[config.mk]
export PLATFORM = sky130hd
export DESIGN_NAME = branch_resolve_queue
export DESIGN_NICKNAME = d
export VERILOG_FILES = /design/src/rtl/branch_resolve_queue.sv
export SDC_FILE = /design/constraint.sdc
export NUM_CORES = 1
export LEC_CHECK = 0
export CORE_ASPECT_RATIO = 1.1
export CORE_MARGIN = 3
export CORE_UTILIZATION = 56
export CTS_CLUSTER_DIAMETER = 40
export DETAILED_ROUTE_END_ITERATION = 10
export GPL_TIMING_DRIVEN = 0
export PLACE_DENSITY_LB_ADDON = 0.2
export SLEW_MARGIN = 15
export SYNTH_ARGS = -nofsm -noshare
export SYNTH_HDL_FRONTEND = slang
export SYNTH_SLANG_ARGS = --single-unit
[constraint.sdc]
create_clock -name clk -period 21.3 [get_ports clk]
set_input_delay 4.26 -clock clk [delete_from_list [all_inputs] [get_ports clk]]
set_output_delay 4.26 -clock clk [all_outputs]
set_load 0.05 [all_outputs]
[src/rtl/branch_resolve_queue.sv]
// branch_resolve_queue: in-order queue of predicted branches, resolved against execute outcomes to train the predictor and redirect fetch
module branch_resolve_queue #(
    parameter int DATA_WIDTH   = 32,
    parameter int ADDRESS_BITS = 32,
    parameter int QUEUE_DEPTH  = 4
) (
    input  logic                         clk,
    input  logic                         reset,
    input  logic                         fetch_valid,
    input  logic [ADDRESS_BITS-1:0]      fetch_pc,
    input  logic [DATA_WIDTH-1:0]        fetch_instruction,
    input  logic                         fetch_prediction,
    input  logic [ADDRESS_BITS-1:0]      fetch_predicted_pc,
    output logic                         fetch_ready,
    input  logic                         resolve_valid,
    input  logic                         resolve_taken,
    input  logic [ADDRESS_BITS-1:0]      resolve_target,
    input  logic                         flush,
    output logic [6:0]                   update_opcode,
    output logic [ADDRESS_BITS-1:0]      update_pc,
    output logic                         actual_pred,
    output logic                         mispred,
    output logic                         redirect_valid,
    output logic [ADDRESS_BITS-1:0]      redirect_pc,
    output logic [$clog2(QUEUE_DEPTH):0] queue_count,
    output logic                         resolve_error
);
    localparam int PW = $clog2(QUEUE_DEPTH);
    localparam int CW = PW + 1;
    localparam logic [6:0] BRANCH = 7'b1100011;

    logic [ADDRESS_BITS-1:0] pc_q  [QUEUE_DEPTH];
    logic [ADDRESS_BITS-1:0] ppc_q [QUEUE_DEPTH];
    logic [QUEUE_DEPTH-1:0]  pred_q;
    logic [PW-1:0]           head, tail;
    logic [CW-1:0]           count;
    logic                    pop, push, miss, kill;
    logic [ADDRESS_BITS-1:0] next_pc;
    logic                    unused_instr;

    assign unused_instr = ^fetch_instruction[DATA_WIDTH-1:7];
    assign queue_count  = count;

    always_comb begin
        fetch_ready = count < CW'(QUEUE_DEPTH);
        pop         = resolve_valid && count != '0;
        miss        = (pred_q[head] != resolve_taken) || (resolve_taken && ppc_q[head] != resolve_target);
        kill        = (pop && miss) || flush;
        push        = fetch_valid && fetch_instruction[6:0] == BRANCH && fetch_ready && !kill;
        next_pc     = resolve_taken ? resolve_target : pc_q[head] + ADDRESS_BITS'(4);
    end

    always_ff @(posedge clk) begin
        if (push) begin
            pc_q[tail]   <= fetch_pc;
            ppc_q[tail]  <= fetch_predicted_pc;
            pred_q[tail] <= fetch_prediction;
        end
    end

    always_ff @(posedge clk) begin
        if (reset) begin
            head           <= '0;
            tail           <= '0;
            count          <= '0;
            update_opcode  <= '0;
            update_pc      <= '0;
            actual_pred    <= 1'b0;
            mispred        <= 1'b0;
            redirect_valid <= 1'b0;
            redirect_pc    <= '0;
            resolve_error  <= 1'b0;
        end else begin
            head           <= kill ? '0 : head + PW'(pop);
            tail           <= kill ? '0 : tail + PW'(push);
            count          <= kill ? '0 : count + CW'(push) - CW'(pop);
            update_opcode  <= pop ? BRANCH : '0;
            update_pc      <= pop ? pc_q[head] : '0;
            actual_pred    <= pop && resolve_taken;
            mispred        <= pop && miss;
            redirect_valid <= pop && miss;
            redirect_pc    <= pop ? next_pc : '0;
            resolve_error  <= resolve_valid && count == '0;
        end
    end
endmodule

==> results.md <==
- Outcome: completed
- Starting density of the core: 57.6%
- Avg Inst Size Synth: 16.6 um^2
- Drt pass-1 iters: 7
- CP endpoint kind: flop
- Max-slew violations: 0
- Pre-CTS setup slack: 12.57 ns
- Final Hold Fails: 0
- WL/cell: 23.6 um
- Cell depth of the worst flop-to-flop path: 13
- FF+latch count, synth: 335
- Yosys warns: 0
- Worst-Margin Slew: 0.880 ns
- Post-cts sizing count: 0
- Worst skew pair latency: 0.51 ns
- Total wire length: 32600 um
- Power per cell area: 79.0 nW/um^2
- CP arrival: 8.44 ns
- Mapped Area: 13300 um^2
- Leakage: 0.00565 uW
- Die span in y: 168 um
- Initial antenna violation count: 0
- Hold/Removal Path Class: reg -> reg
- Yosys cell types: 60
- Std cell rows: 58
- Antenna fix cells: 0
- Post-Synthesis Cells: 800
- Synth Flop Type: edfxtp_1
- Number of enable flip-flop cells after synthesis: 260
- Clock sinks: 335
- Crit-path max FO: 6
- Worst VDD drop: 80.3 uV
- Synth async-reset ratio: 0%
- Gpl congestion: 0.898
- Setup Skew: 0.0187 ns
- Combinational power share: 3.4%
- WHS Path Cells: 2
- Area Overhead vs Synth: 27.9%
- I/O pin cnt: 214
- Drt first-iter violations: 723
- Gr usage total: 25.3%
- Min Tclk post-route: 8.25 ns
- Sequential area share after synthesis: 70.0%
- Clk buf depth: 3
- Switch share: 20.2%
- WS Path Type: in -> reg
- H-tree depth: 2
- Hold_buf cts: 0
- Worst-path clk slew: 0.06 ns
- CTS root buf: clkbuf_16
- NetSw: 271 uW
- Core area: 23100 um^2
- RSZ-0062 raised after global routing: no
- Antenna-violating nets left: 0
- Clock power frac: 44.3%
- Period utilisation layout: 38.7%
- PortBufs: 185
- TritonCTS clock tree: done
- Setup tns final: 0 ns
- Max_cap viols: 0
- Die Wd: 153 um
- DR vias: 8107
- Final setup viols: 0
- Crit start category: input port
- Internal power: 1070 uW
- Die ar.: 25600 um^2
- Share of layout cells above drive strength 1: 14.7%
- Fmax: 121 MHz
- Post-route setup slack: 13.05 ns
- DRC Markers: 0
- Sequential share of power: 52.3%
- Worst EP required: 21.50 ns
- Detailed placement HPWL: 23900 um
- Total global routing overflow: 0
- Layout net count: 1196
- Vias in the first global route: 8248
- Slew HR: 41.0%
- Largest net degree at the start of global routing: 21
- Global-route wire length before repair: 49200 um
- Via density: 5.87
- Total CTS buffers: 37
- Post-CTS setup buffers: 0
## per-stage QoR
| step | std cells | hold slack [ns] | instance area [um^2] | util [%] | power (uW) |
|---|---|---|---|---|---|
| 2_1_floorplan | 802 | 0.547 | 13300 | - | 728 |
| 3_3_place_gp | 1287 | 0.564 | 15500 | 67.3 | 761 |
| 3_5_place_dp | 1316 | 0.567 | 15900 | 68.8 | 762 |
| 4_1_cts | 1381 | 0.575 | 17000 | 73.7 | 1350 |
| 5_1_grt | 1381 | 0.621 | 17000 | 73.7 | 1380 |
| 6_report | 1381 | 0.578 | 17000 | 73.7 | 1340 |
## layer usage
metal / share of wire, % / track usage [%] / vias up
met4: 3.5 / 8.95 / 0
met1: 38 / 33.6 / 4007
met3: 9.3 / 5.51 / 74
met2: 49 / 42.0 / 426
met5: 0 / 0 / -
li1: - / - / 3600
## sequential cells by signal (all words and copies together), names as in the netlist
name,count
ppc_q,128
queue_count,3
tail,2
pred_q,4
update_opcode,1
pc_q,128
update_pc,32
resolve_error,1
redirect_pc,32
head,2
redirect_valid,1
actual_pred,1
## cell usage in the layout, fill, tap and decap left out, drive strengths merged, types with 22 or more instances in the layout
master	count
clkbuf	60
mux2i	39
inv	22
nor2	45
edfxtp	260
dfxtp	75
mux4	46
buf	57
xnor2	41
nand2	29
clkdlybuf4s50	185
and2	29
a21oi	33
## final timing paths
check                                        from             to  slack [ns]
worst min register to register     queue_count[0]  resolve_error        0.58
worst max register to register            head[0]    ppc_q[2][3]       16.22
worst min-delay path               queue_count[0]  resolve_error        0.58
worst max-delay path            resolve_target[3]    ppc_q[2][3]       13.05
## critical path: stages
cell	delay, ns
clkdlybuf4s50_1	0.68
inv_1	0.07
a221oi_1	0.34
a21oi_1	0.09
nor4_1	0.30
nor4b_2	0.36
a31oi_1	0.38
a2111oi_2	0.90
buf_2	0.33
buf_2	0.25
buf_2	0.24
buf_2	0.22
## cells in the mapped netlist (11+ instances only)
| master | count | area [um^2] |
|---|---|---|
| edfxtp_1 | 260 | 7810 |
| dfxtp_1 | 75 | 1500 |
| nor2_1 | 45 | 169 |
| xnor2_1 | 41 | 359 |
| mux2i_1 | 39 | 390 |
| a21oi_1 | 33 | 165 |
| and2_1 | 29 | 181 |
| nand2_1 | 29 | 109 |
| mux4_1 | 23 | 604 |
| mux4_2 | 23 | 518 |
| o21ai_0 | 21 | 105 |
| buf_4 | 15 | 113 |
| inv_1 | 15 | 56.3 |
| xor2_1 | 15 | 131 |
| clkbuf_1 | 14 | 52.6 |
| nand3_1 | 12 | 60.1 |
| nor3_1 | 11 | 55.1 |
## kinds of logic (layout without fill, tap and decap cells)
logic type / count (synthesis) / after routing / synth area share [%]
compound gates: 94 / 94 / 4.64
flops: 335 / 335 / 70.0
mux: 94 / 94 / 12.2
simple gates: 156 / 156 / 6.06
xor+xnor: 56 / 56 / 3.69
fa+ha+maj: 6 / 6 / 0.621
buf+inv: 58 / 337 / 2.79
other cells: 1 / 3 / 0.0282
## area by class of cell
| cell class | count | area [um^2] |
|---|---|---|
| plain buffers | 42 | 310 |
| clock buffers | 46 | 990 |
| clock inverters | 19 | 154 |
| fillers | 1462 | 6070 |
| inverters | 16 | 60.1 |
| multi-input cells | 409 | 3650 |
| flip-flops and latches | 335 | 9310 |
| well taps | 300 | 375 |
| repair buffers | 214 | 2160 |
## power groups by stage
stage	clock [uW]	sequential [uW]	combinational (uW)
floorplan	0	718	9.64
global placement	0	717	43.4
detailed placement	0	717	44.5
CTS	602	703	44.8
global route	633	703	47.5
finish	595	703	45.3
No activity file was read; power rests on OpenSTA's default activity.
==> edit 1: new RTL, same settings <==
Put one more register stage on the output `queue_count`, cleared by the reset. The value now appears one clock later. The other outputs are not delayed to match.
--- a/src/rtl/branch_resolve_queue.sv
+++ b/src/rtl/branch_resolve_queue.sv
@@ -41,3 +41,9 @@
     assign unused_instr = ^fetch_instruction[DATA_WIDTH-1:7];
-    assign queue_count  = count;
+    always_ff @(posedge clk) begin
+        if (reset) begin
+            queue_count <= '0;
+        end else begin
+            queue_count <= count;
+        end
+    end
 
Check against the original RTL: not equivalent (Yosys sat finds a counterexample within 4 cycles, from zero or initial values and one cycle with reset high).
==> edit 1 against the original RTL <==
Synthesized area is 0.79% lower. Highest routed layer is now met5. Combinational power fell by 3%. Sequential cell count increased by 3. Register-to-register slack better by 0.05 ns. First-iteration DRC count increased by 23%. Largest power group unchanged. Routed wire length is 1.8% higher. Clock power rose by 13%. Worst setup slack lost 0.083 ns. Sequential share of layout area barely moved. Design area is 0.68% higher. Total power grew 6.1%.
==> edit 1: results (changes against the original RTL) <==
{| class="wikitable"
! Metric !! Value
|-
| All-Layer GR Usage || 0.260 (+0.00704)
|-
| Dpl cells || 1317 (+0.076%)
|-
| Routability-driven placement congestion ratio || 0.849 (-5.5%)
|-
| Proportion of total power due to net switching || 0.201 (-0.000508)
|-
| Beginning of the worst hold path || count[0]$_SDFF_PP0_
|-
| Total number of vias || 8164 (+0.70%)
|-
| Max rail drop VDD || 0.0000721 V (-10%)
|-
| Synthesized-area fraction occupied by xor and xnor cells || 0.0352 (-0.00170)
|-
| Reg2reg setup slack || 16.27 ns (+0.05 ns)
|-
| Wire length per cell after detailed routing || 23.9 um (+1.3%)
|-
| Worst R2R Path Depth || 15 (+2)
|-
| Synthesized-area fraction occupied by ao, oa, aoi and oai cells || 0.0507 (+0.00435)
|-
| Final Skew || 0.0168 ns (-0.00189 ns)
|-
| Number of DRC markers in iteration 0 || 889 (+23%)
|-
| Synth Instances || 801 (+0.13%)
|-
| Setup slack after layout || 12.97 ns (-0.0832 ns)
|-
| Mux share of post-synthesis cell area || 0.114 (-0.00795)
|-
| Critical register-to-register path startpoint || head[1]$_SDFF_PP0_
|-
| Number of global-route vias before repair || 8496 (+3.0%)
|-
| Yosys cell types || 58 (-3.3%)
|-
| Adder and majority cell fraction of the synthesized area || 0.00626 (+0.0000495)
|-
| HPWL Detailed || 23.6 mm (-1.4%)
|-
| Final hold slack || 0.487 ns (-0.0913 ns)
|-
| WHS Endpoint || queue_count[0]$_SDFF_PP0_
|-
| Most frequent cells after synthesis || 260 x edfxtp_1, 78 x dfxtp_1, 44 x mux4_2
|-
| Result of the run || finished clean
|-
| Non-filler cells in the finished layout || 1388 (+0.51%)
|-
| Reg-to-Reg End || pc_q[2][2]$_DFFE_PP_
|-
| Biggest cell delay along the critical path || 1.00 ns (+0.10 ns)
|-
| Max transition margin || 0.313 (-0.0975)
|-
| Critical Path AT || 8.54 ns (+0.10 ns)
|-
| Num CTS Buffers || 39 (+5.4%)
|-
| Instance count along the most critical hold path || 1 (-1)
|-
| First-pass GRT wire length || 50.5 mm (+2.6%)
|}
## edit 1: cell count changes in the layout (fill, tap and decap cells not counted), sizes merged, moves of 5 or more
cell / delta
clkbuf: +8
o21ai: +9
inv: -5
nor2: -7
mux2i: +5
a211oi: -7
xnor2: -11
nand2: +5
xor2: +8
## edit 1: area by class of cell
type	instances	area, sq um
sequential	338	9370
fill	1382	5880
multi-input combinational	413	3560
timing repair buffer	214	2180
clock buffer	54	1220
tap	300	375
buffer	41	254
clock inverter	17	124
inverter	11	41.3
## edit 1: routing by layer
layer / wire length, um / track usage / vias to the layer above
li1: - / - / 3582
met1: 13200 / 0.359 / 4037
met2: 15900 / 0.415 / 453
met3: 2980 / 0.0569 / 90
met4: 1150 / 0.0950 / 2
met5: 13 / 0 / -
==> edit 2: new RTL, same settings <==
Without the edit above. Change the parameter `ADDRESS_BITS` from 32 to 28.
--- a/src/rtl/branch_resolve_queue.sv
+++ b/src/rtl/branch_resolve_queue.sv
@@ -3,3 +3,3 @@
     parameter int DATA_WIDTH   = 32,
-    parameter int ADDRESS_BITS = 32,
+    parameter int ADDRESS_BITS = 28,
     parameter int QUEUE_DEPTH  = 4
Interface: changed (5 resized); port bits go from 214 to 194. The function was not compared with the original's and may differ.
==> edit 2 against the original RTL <==
Sequential cell count down 40. Die area shrank 12%. Clock skew down 0.0081 ns. Total power fell by 5.9%. Utilization up 1.6 points. Worst setup slack better by 0.50 ns. Synthesized area shrank 12%. Design area decreased by 11%. First-iteration DRC count is 13% lower. Synthesized cell count fell by 16%. Clock power increased by 2%. Routed wire length shrank 15%. Largest power group unchanged.
==> edit 2: results (changes against the original RTL) <==
{| class="wikitable"
! Metric !! Value
|-
| Number of port buffers || 164 (-11%)
|-
| Iteration count of the initial detailed-routing pass || 5 (-2)
|-
| Max rail drop VDD || 0.0000868 V (+8.1%)
|-
| Most frequent cells after synthesis || 228 x edfxtp_1, 67 x dfxtp_1, 34 x xnor2_1
|-
| Num CTS Buffers || 34 (-8.1%)
|-
| Clock-pin slew reported for the worst setup and hold paths after clock tree synthesis || 0.05 ns
|-
| WL met2 || 14.2 mm (-11%)
|-
| Critical Path AT || 8.12 ns (-0.32 ns)
|-
| Reg2reg setup slack || 16.99 ns (+0.77 ns)
|-
| Sequential area share after synthesis || 0.702 (+0.00204)
|-
| Met3 wire length || 2.09 mm (-31%)
|-
| Critical path launch point || resolve_taken
|-
| Setup crit end || queue_count[2]$_SDFF_PP0_
|-
| All-Layer GR Usage || 0.246 (-0.00754)
|-
| Regs by FF count || pc_q (112), ppc_q (112)
|-
| Number of DRC markers in iteration 0 || 627 (-13%)
|-
| Wire length per cell after detailed routing || 23.9 um (+0.93%)
|-
| Number of global-route vias before repair || 7142 (-13%)
|-
| Share of post-route cells with drive strength above 1 || 0.159 (+0.0117)
|-
| Met1 WL || 10.7 mm (-14%)
|-
| Final net count || 1018 (-15%)
|-
| Worst R2R Path Depth || 17 (+4)
|-
| Via density per instance || 5.97 (+1.7%)
|-
| Max transition margin || 0.422 (+0.0117)
|-
| Biggest cell delay along the critical path || 0.70 ns (-0.20 ns)
|-
| Final Skew || 0.0106 ns (-0.00813 ns)
|-
| Final hold slack || 0.594 ns (+0.0154 ns)
|-
| Result of the run || finished clean
|-
| Maximum number of pins on one net before global-route repair || 22 (+4.8%)
|-
| Biggest fanout along the worst timing path || 10 (+4)
|-
| Critical-path cell with the highest stage delay || clkbuf_1
|-
| Yosys cell types || 62 (+3.3%)
|-
| First-pass GRT wire length || 41.4 mm (-16%)
|-
| Routability-driven placement congestion ratio || 0.959 (+6.7%)
|-
| Number of enable-type register cells in the synthesized netlist || 228 (-12%)
|-
| Leakage dissipation || 5.01 nW (-11%)
|-
| HPWL Detailed || 19.8 mm (-17%)
|-
| Main area contributors after synthesis || edfxtp_1 59%, dfxtp_1 12%, mux4_2 6.4%
|}
-- edit 2: changes by cell type after synthesis, moves of 7 or more --
cell      delta
a21oi_1     -12
dfxtp_1      -8
edfxtp_1    -32
mux2i_1     -10
mux4_1      -10
mux4_2      +10
nand2_1     -12
nor2_1      -22
nor3_1       -8
o22ai_1      -7
xnor2_1      -7
-- edit 2: cells by family after synthesis --
logic type                 share of synthesized area
DFF                                            0.702
and+or+nand+nor                               0.0552
muxes                                          0.122
AOI/OAI and AO/OA                             0.0468
buffers and inverters                         0.0284
xor gates and xnor gates                      0.0383
adders and majority gates                    0.00708
other                                       0.000322
-- edit 2: per-stage QoR --
step / utilization / area [sq um] / std cells / setup WS, ns
6_report: 0.753 / 15200 / 1165 / 13.56
5_1_grt: 0.753 / 15200 / 1165 / 13.28
4_1_cts: 0.753 / 15200 / 1165 / 13.60
3_5_place_dp: 0.694 / 14000 / 1105 / 13.12
3_3_place_gp: 0.677 / 13600 / 1093 / 9.32
2_1_floorplan: - / 11700 / 677 / 12.42
-- edit 2: layout make-up --
class,count,area (sq um)
Clock buffer,45,976
Sequential cell,295,8190
Fill cell,1143,4960
Multi-Input combinational cell,327,3190
Timing Repair Buffer,176,1940
Buffer,37,264
Tap cell,252,315
Clock inverter,15,223
Inverter,18,67.6
-- edit 2: power by group --
group | switching (W) | internal (W)
logic | 0.0000181 | 0.0000201
clock network | 0.000221 | 0.000385
registers | 0.0000000885 | 0.000619
-- edit 2: layer usage --
metal,up-vias,track usage
met5,-,0
met4,0,0.0830
met3,68,0.0456
met2,344,0.419
met1,3491,0.321
li1,3049,-
